$ cat config.mk
export PLATFORM = sky130hd
export DESIGN_NAME = draw_scheduler_flat
export DESIGN_NICKNAME = d
export VERILOG_FILES = /design/src/rtl/draw_scheduler_if.sv /design/src/rtl/draw_scheduler.sv /design/src/flat_wrapper.sv
export SDC_FILE = /design/constraint.sdc
export NUM_CORES = 1
export LEC_CHECK = 0
export ABC_AREA = 1
export ABC_CLOCK_PERIOD_IN_PS = 1700
export CAP_MARGIN = 25
export CORE_MARGIN = 10
export CORE_UTILIZATION = 45
export DETAILED_ROUTE_END_ITERATION = 6
export MAX_ROUTING_LAYER = met4
export PLACE_DENSITY_LB_ADDON = 0.15
export SETUP_SLACK_MARGIN = 0.05
export SYNTH_ARGS = -nofsm -noshare
export SYNTH_HDL_FRONTEND = slang
export SYNTH_SLANG_ARGS = --single-unit
$ cat constraint.sdc
create_clock -name clk -period 1.7 [get_ports clk]
set_input_delay 0.17 -clock clk [delete_from_list [all_inputs] [get_ports clk]]
set_output_delay 0.17 -clock clk [all_outputs]
set_load 0.01 [all_outputs]
$ cat src/rtl/draw_scheduler_if.sv
// Frame sequencer bundle: frame control, drawer start/done pulses, bus grants.
interface draw_scheduler_if #(
  parameter int NUM_SPRITES = 3
);
  logic                   frame_tick;
  logic [15:0]            map_tile_base;
  logic [NUM_SPRITES-1:0] sprite_enable;
  logic                   map_done;
  logic [NUM_SPRITES-1:0] sprite_done;
  logic                   clear_err;
  logic                   map_draw;
  logic [15:0]            map_tile_address;
  logic [NUM_SPRITES-1:0] sprite_draw;
  logic [NUM_SPRITES:0]   grant;
  logic                   busy;
  logic                   frame_done;
  logic                   overrun;
  logic                   timeout_err;

  modport master (
    input  frame_tick, map_tile_base, sprite_enable,
    input  map_done, sprite_done, clear_err,
    output map_draw, map_tile_address, sprite_draw,
    output grant, busy, frame_done, overrun, timeout_err
  );

  modport slave (
    output frame_tick, map_tile_base, sprite_enable,
    output map_done, sprite_done, clear_err,
    input  map_draw, map_tile_address, sprite_draw,
    input  grant, busy, frame_done, overrun, timeout_err
  );
endinterface

$ cat src/rtl/draw_scheduler.sv
// Per-frame sequencer: map drawer, then enabled sprites, one bus owner at a time.
// Define DRAW_SCHEDULER_TIMEOUT_EN to add the per-drawer watchdog.
module draw_scheduler #(
  parameter int NUM_SPRITES    = 3,
  parameter int TIMEOUT_CYCLES = 100000
) (
  input logic              clk,
  input logic              reset,
  draw_scheduler_if.master bus
);
  typedef enum logic [2:0] {
    S_IDLE,
    S_START_MAP,
    S_WAIT_MAP,
    S_NEXT_SPRITE,
    S_START_SPRITE,
    S_WAIT_SPRITE,
    S_FRAME_DONE
  } state_t;

  localparam int NS = NUM_SPRITES;
  localparam logic [3:0] LAST_IDX = 4'(NUM_SPRITES);
  localparam logic [NS:0] G_MAP = (NS+1)'(1);
  localparam logic [NS-1:0] S_ONE = NS'(1);

  if (NUM_SPRITES < 1 || NUM_SPRITES > 8 ||
      TIMEOUT_CYCLES < 2 || TIMEOUT_CYCLES > 131072) begin : g_cfg_bad
    $error("draw_scheduler: parameter out of range");
  end

  state_t        state_q, state_d;
  logic [3:0]    idx_q, idx_d;
  logic [NS-1:0] mask_q, mask_d;
  logic [15:0]   addr_q, addr_d;
  logic          map_draw_q;
  logic [NS-1:0] spr_draw_q, spr_draw_d;
  logic [NS:0]   grant_q, grant_d;
  logic          busy_q;
  logic          fdone_q;
  logic          ovr_q, ovr_d;
  logic [NS-1:0] sel;
  logic          mask_hit;
  logic          done_hit;
  logic          wd_fire;

  // One-hot of the current sprite; empty once idx reaches NUM_SPRITES
  assign sel      = S_ONE << idx_q;
  assign mask_hit = |(mask_q & sel);
  assign done_hit = |(bus.sprite_done & sel);

`ifdef DRAW_SCHEDULER_TIMEOUT_EN
  localparam logic [16:0] TO_LAST = 17'(TIMEOUT_CYCLES - 1);

  logic [16:0] wd_q, wd_d;
  logic        to_q, to_d;
  logic        waiting;

  assign waiting = (state_q == S_WAIT_MAP) ||
                   (state_q == S_WAIT_SPRITE);
  assign wd_fire = waiting && (wd_q == TO_LAST);

  always_comb begin
    wd_d = waiting ? wd_q + 17'd1 : '0;
    to_d = bus.clear_err ? 1'b0 : to_q;
    if (wd_fire) to_d = 1'b1;
  end

  always_ff @(posedge clk or posedge reset) begin
    if (reset) begin
      wd_q <= '0;
      to_q <= 1'b0;
    end else begin
      wd_q <= wd_d;
      to_q <= to_d;
    end
  end

  assign bus.timeout_err = to_q;
`else
  assign wd_fire         = 1'b0;
  assign bus.timeout_err = 1'b0;
`endif

  always_comb begin
    state_d = state_q;
    idx_d   = idx_q;
    mask_d  = mask_q;
    addr_d  = addr_q;
    unique case (state_q)
      S_IDLE: begin
        if (bus.frame_tick) begin
          addr_d  = bus.map_tile_base;
          mask_d  = bus.sprite_enable;
          idx_d   = '0;
          state_d = S_START_MAP;
        end
      end
      S_START_MAP: state_d = S_WAIT_MAP;
      S_WAIT_MAP: begin
        if (bus.map_done || wd_fire) begin
          idx_d   = '0;
          state_d = S_NEXT_SPRITE;
        end
      end
      S_NEXT_SPRITE: begin
        if (idx_q == LAST_IDX) begin
          state_d = S_FRAME_DONE;
        end else if (mask_hit) begin
          state_d = S_START_SPRITE;
        end else begin
          idx_d = idx_q + 4'd1;
        end
      end
      S_START_SPRITE: state_d = S_WAIT_SPRITE;
      S_WAIT_SPRITE: begin
        if (done_hit || wd_fire) begin
          idx_d   = idx_q + 4'd1;
          state_d = S_NEXT_SPRITE;
        end
      end
      S_FRAME_DONE: state_d = S_IDLE;
      default:      state_d = S_IDLE;
    endcase
  end

  always_comb begin
    spr_draw_d = '0;
    grant_d    = '0;
    unique case (1'b1)
      (state_q == S_START_MAP),
      (state_q == S_WAIT_MAP):     grant_d = G_MAP;
      (state_q == S_START_SPRITE): begin
        grant_d    = {sel, 1'b0};
        spr_draw_d = sel;
      end
      (state_q == S_WAIT_SPRITE):  grant_d = {sel, 1'b0};
      default:                     grant_d = '0;
    endcase
    ovr_d = bus.clear_err ? 1'b0 : ovr_q;
    if (bus.frame_tick && state_q != S_IDLE) ovr_d = 1'b1;
  end

  // busy tracks the state itself; the other outputs are the
  // registered decode of the state they belong to
  always_ff @(posedge clk or posedge reset) begin
    if (reset) begin
      state_q    <= S_IDLE;
      idx_q      <= '0;
      mask_q     <= '0;
      addr_q     <= '0;
      map_draw_q <= 1'b0;
      spr_draw_q <= '0;
      grant_q    <= '0;
      busy_q     <= 1'b0;
      fdone_q    <= 1'b0;
      ovr_q      <= 1'b0;
    end else begin
      state_q    <= state_d;
      idx_q      <= idx_d;
      mask_q     <= mask_d;
      addr_q     <= addr_d;
      map_draw_q <= (state_q == S_START_MAP);
      spr_draw_q <= spr_draw_d;
      grant_q    <= grant_d;
      busy_q     <= (state_d != S_IDLE);
      fdone_q    <= (state_q == S_FRAME_DONE);
      ovr_q      <= ovr_d;
    end
  end

  assign bus.map_draw         = map_draw_q;
  assign bus.map_tile_address = addr_q;
  assign bus.sprite_draw      = spr_draw_q;
  assign bus.grant            = grant_q;
  assign bus.busy             = busy_q;
  assign bus.frame_done       = fdone_q;
  assign bus.overrun          = ovr_q;
endmodule

$ cat src/flat_wrapper.sv
// flat-port wrapper written by rule: the top's interface ports become plain ports
module draw_scheduler_flat 
#(
  parameter int NUM_SPRITES    = 3,
  parameter int TIMEOUT_CYCLES = 100000
)
  (clk, reset, bus_frame_tick, bus_map_tile_base, bus_sprite_enable, bus_map_done, bus_sprite_done, bus_clear_err, bus_map_draw, bus_map_tile_address, bus_sprite_draw, bus_grant, bus_busy, bus_frame_done, bus_overrun, bus_timeout_err);
  draw_scheduler_if #(.NUM_SPRITES(NUM_SPRITES)) bus_i ();
  input logic clk;
  input logic reset;
  input wire logic [$bits(bus_i.frame_tick)-1:0] bus_frame_tick;
  input wire logic [$bits(bus_i.map_tile_base)-1:0] bus_map_tile_base;
  input wire logic [$bits(bus_i.sprite_enable)-1:0] bus_sprite_enable;
  input wire logic [$bits(bus_i.map_done)-1:0] bus_map_done;
  input wire logic [$bits(bus_i.sprite_done)-1:0] bus_sprite_done;
  input wire logic [$bits(bus_i.clear_err)-1:0] bus_clear_err;
  output wire logic [$bits(bus_i.map_draw)-1:0] bus_map_draw;
  output wire logic [$bits(bus_i.map_tile_address)-1:0] bus_map_tile_address;
  output wire logic [$bits(bus_i.sprite_draw)-1:0] bus_sprite_draw;
  output wire logic [$bits(bus_i.grant)-1:0] bus_grant;
  output wire logic [$bits(bus_i.busy)-1:0] bus_busy;
  output wire logic [$bits(bus_i.frame_done)-1:0] bus_frame_done;
  output wire logic [$bits(bus_i.overrun)-1:0] bus_overrun;
  output wire logic [$bits(bus_i.timeout_err)-1:0] bus_timeout_err;
  assign bus_i.frame_tick = bus_frame_tick;
  assign bus_i.map_tile_base = bus_map_tile_base;
  assign bus_i.sprite_enable = bus_sprite_enable;
  assign bus_i.map_done = bus_map_done;
  assign bus_i.sprite_done = bus_sprite_done;
  assign bus_i.clear_err = bus_clear_err;
  assign bus_map_draw = bus_i.map_draw;
  assign bus_map_tile_address = bus_i.map_tile_address;
  assign bus_sprite_draw = bus_i.sprite_draw;
  assign bus_grant = bus_i.grant;
  assign bus_busy = bus_i.busy;
  assign bus_frame_done = bus_i.frame_done;
  assign bus_overrun = bus_i.overrun;
  assign bus_timeout_err = bus_i.timeout_err;
  draw_scheduler #(.NUM_SPRITES(NUM_SPRITES), .TIMEOUT_CYCLES(TIMEOUT_CYCLES)) u_core (.clk(clk), .reset(reset), .bus(bus_i));
endmodule
==> results.sh <==
export IMPL_cp_slowest_stage_delay_ns=0.46
export IMPL_antenna_found_initial=0
export IMPL_max_vdd_ir_drop_v=0.0009220
export IMPL_critPathKind="flop to flop"
export IMPL_avgSynthCellArea_sq_um=10.43
export IMPL_grt_ovfl_total=0
export IMPL_synth_nets=186
export IMPL_final_core_util_pct=68.05
export IMPL_cts_tree="built"
export IMPL_critPathMaxFanout=16
export IMPL_vias=1289
export IMPL_end_kind="flop"
export IMPL_routed_wl_microns=3815
export IMPL_dp_cells=255
export IMPL_start_util_pct=47.87
export IMPL_hold_path_class="input pin to async pin"
export IMPL_die_w_microns=80.52
export IMPL_chipHeight_microns=80.52
export IMPL_maxCapViolations=0
export IMPL_cts_hold_fix_buffers=0
export IMPL_power_density_mw_per_mm2=1636
export IMPL_drc=0
export IMPL_stdcell_count=265
export IMPL_n_antenna_cell=0
export IMPL_hold_viol=0
export IMPL_pwr_share_seq_pct=37.5
export IMPL_clkSinkCount=37
export IMPL_fin_worst_skew_ns=0.003712
export IMPL_crit_path_cell_trace="nor3_2 > nand2_2 > buf_4 > mux2_2"
export IMPL_p_sw_mw=1.342
export IMPL_finalCriticalPeriod_ns=1.525
export IMPL_core_sq_mm=0.003442
export IMPL_required_ns=1.87
export IMPL_critPathTopFamily="flip-flops"
export IMPL_setup_tns_ns=0
export IMPL_worstSkewPairLatency_ns=0.28
export IMPL_crit_arrival_ns=1.70
export IMPL_first_global_vias=1340
export IMPL_routedWlPerCell_microns=14.40
export IMPL_hpwl_microns=2964
export IMPL_grt_pass1_wl_microns=6313
export IMPL_gp_congestion=0.8424
export IMPL_clockBufferDepth=2
export IMPL_ys_flop_type="dfrtp_1"
export IMPL_p_leak_nw=1.081
export IMPL_fmax_mhz=655.6
export IMPL_swShare_pct=35.01
export IMPL_ys_async_sr_fraction_pct=100.0
export IMPL_grt_usage_pct=12.72
export IMPL_pin_count=55
export IMPL_setup_viol=0
export IMPL_root_buffer="clkbuf_8"
export IMPL_fin_nets=246
export IMPL_clkTransAtPathRegs_ns=0.07
export IMPL_die_area_sq_mm=0.006483
export IMPL_cellInternalPower_mw=2.491
export IMPL_ant_nets=0
export IMPL_combPwrFrac_pct=46.0
export IMPL_rsz0062_at_grt="no"
export IMPL_dr_pass1_iters=4
export IMPL_outcome="finished, final reports clean"
export IMPL_drive_gt1_share_pct=23.29
export IMPL_grt_max_degree=38
export IMPL_ys_warn_count=0
export IMPL_h_tree_depth=2
export IMPL_power_share_clock_pct=16.5
export IMPL_slew_viol_final=0
export IMPL_io_buffers=53
export IMPL_drt_iter0_markers=89
export IMPL_rows=21
export IMPL_synth_edf_count=0
export IMPL_syn_area_sq_mm=0.001648
export IMPL_timing_critical_path_buf_inv=1
export IMPL_start_kind="flop"
export IMPL_cts_inserted_buffers=5
export IMPL_synthCells=158
export IMPL_ys_seq_area_share_pct=56.19
export IMPL_via_per_inst=4.864
export IMPL_ys_ff_latch=37
export IMPL_cp_slowest_cell="dfrtp_1"
export IMPL_syn2layout_area_growth_pct=42.14
export IMPL_fin_crit_sh_pct=89.72
export IMPL_synth_cell_type_count=26
## per-stage QoR
step / power, mW / hold slack [ns] / instance area, sq um / worst slack (ns)
2_1_floorplan: 2.457 / 0.2786 / 1648 / 0.3706
3_3_place_gp: 3.155 / 0.4869 / 2216 / 0.2002
3_5_place_dp: 3.221 / 0.4937 / 2216 / 0.1112
4_1_cts: 3.858 / 0.3124 / 2312 / 0.1067
5_1_grt: 4.096 / 0.3288 / 2342 / 0.06091
6_report: 3.832 / 0.2994 / 2342 / 0.1747
## power by group through the flow
stage	Clock [mW]	Sequential (mW)	Combinational, mW
finish	0.632	1.44	1.76
global route	0.690	1.48	1.92
CTS	0.646	1.43	1.78
detailed placement	0	1.45	1.77
global placement	0	1.43	1.73
floorplan	0	1.53	0.928
## cells in the mapped netlist, types with 2 or more instances
| library cell | n | share of area (%) |
|---|---|---|
| dfrtp_1 | 37 | 56 |
| nand2_1 | 23 | 5.2 |
| nor2_1 | 22 | 5.0 |
| mux2_2 | 19 | 13 |
| nand3_1 | 14 | 4.3 |
| inv_1 | 13 | 3.0 |
| a21oi_1 | 3 | 0.91 |
| inv_2 | 3 | 0.68 |
| nand2_2 | 3 | 1.1 |
| buf_6 | 2 | 1.4 |
| nand3_2 | 2 | 1.2 |
| nor2_2 | 2 | 0.76 |
| nor3_1 | 2 | 0.61 |
## cells in the final DEF, fill, tap and decap left out
cell type	n
clkdlybuf4s50_1	53
dfrtp_1	35
nand2_1	23
mux2_2	19
nor2_1	19
nand3_1	14
inv_1	13
clkbuf_8	6
nor2_2	4
buf_4	4
nand2_2	3
inv_2	3
a21oi_1	3
nand3_2	2
nor2_4	2
nor3_1	2
dfrtp_2	2
nor3_2	1
nor3_4	1
o21ai_0	1
nand4_1	1
nand2_4	1
o22ai_1	1
or2_2	1
xnor2_1	1
ha_1	1
conb_1	1
clkinv_4	1
clkinv_2	1
## routing by layer
| layer | global-route usage [%] | up-vias | part of all wire, % |
|---|---|---|---|
| li1 | - | 625 | - |
| met1 | 14.51 | 607 | 41 |
| met2 | 19.98 | 52 | 48 |
| met3 | 5.234 | 5 | 10 |
| met4 | 3.697 | 0 | 1.0 |
| met5 | - | - | 0 |
## worst register-to-register path: stages (launching register included)
cell     delay, ns
dfrtp_1       0.46
nor3_2        0.29
nand2_2       0.14
buf_4         0.23
mux2_2        0.29
## area by class of cell
type	instances	area, sq um
Clock buffer	6	82.58
Clock inverter	2	13.76
Fill cell	260	1100
Multi-Input combinational cell	101	639.4
Sequential cell	37	928.4
Timing Repair Buffer	57	560.5
Inverter	16	60.06
Tap cell	46	57.56
## path summary, 6_finish.rpt
path / cells after the start / end / from / slack (ns)
max: 4 / u_core.bus.map_tile_address[6] / u_core.state_q[1] / 0.17
max reg2reg: 4 / u_core.bus.map_tile_address[6] / u_core.state_q[1] / 0.17
min: 3 / u_core.bus.map_tile_address[11] / reset / 0.30
min reg2reg: 1 / u_core.bus.map_tile_address[7] / u_core.bus.map_tile_address[7] / 0.51
min in group clk: 2 / u_core.bus.overrun / bus_clear_err / 0.48
max in group asynchronous: 3 / u_core.idx_q[0] / reset / 1.07
## registers in the layout, summed over array words and instances, names as in the netlist
register                     flops
u_core.mask_q                    3
u_core.bus.map_draw              1
u_core.bus.sprite_draw           3
u_core.bus.map_tile_address     16
u_core.bus.busy                  1
u_core.bus.overrun               1
u_core.state_q                   3
u_core.idx_q                     4
u_core.bus.grant                 4
u_core.bus.frame_done            1
## timing repair
action | in CTS | in global routing
setup buffers | 0 | 2
resized for setup | 0 | 6
setup endpoints to repair | 0 | 5
## cells by family (layout without fill, tap and decap cells)
family,after synthesis,count (layout),share of synthesized area (%)
compound gates,5,5,1.594
fa+ha+maj,1,1,0.7592
flops,37,37,56.19
xor+xnor,1,1,0.5316
buf+inv,20,81,5.771
mux,19,19,12.98
simple gates,74,74,21.94
other cells,1,1,0.2276
Note: power is estimated with default switching activity, not from simulation.
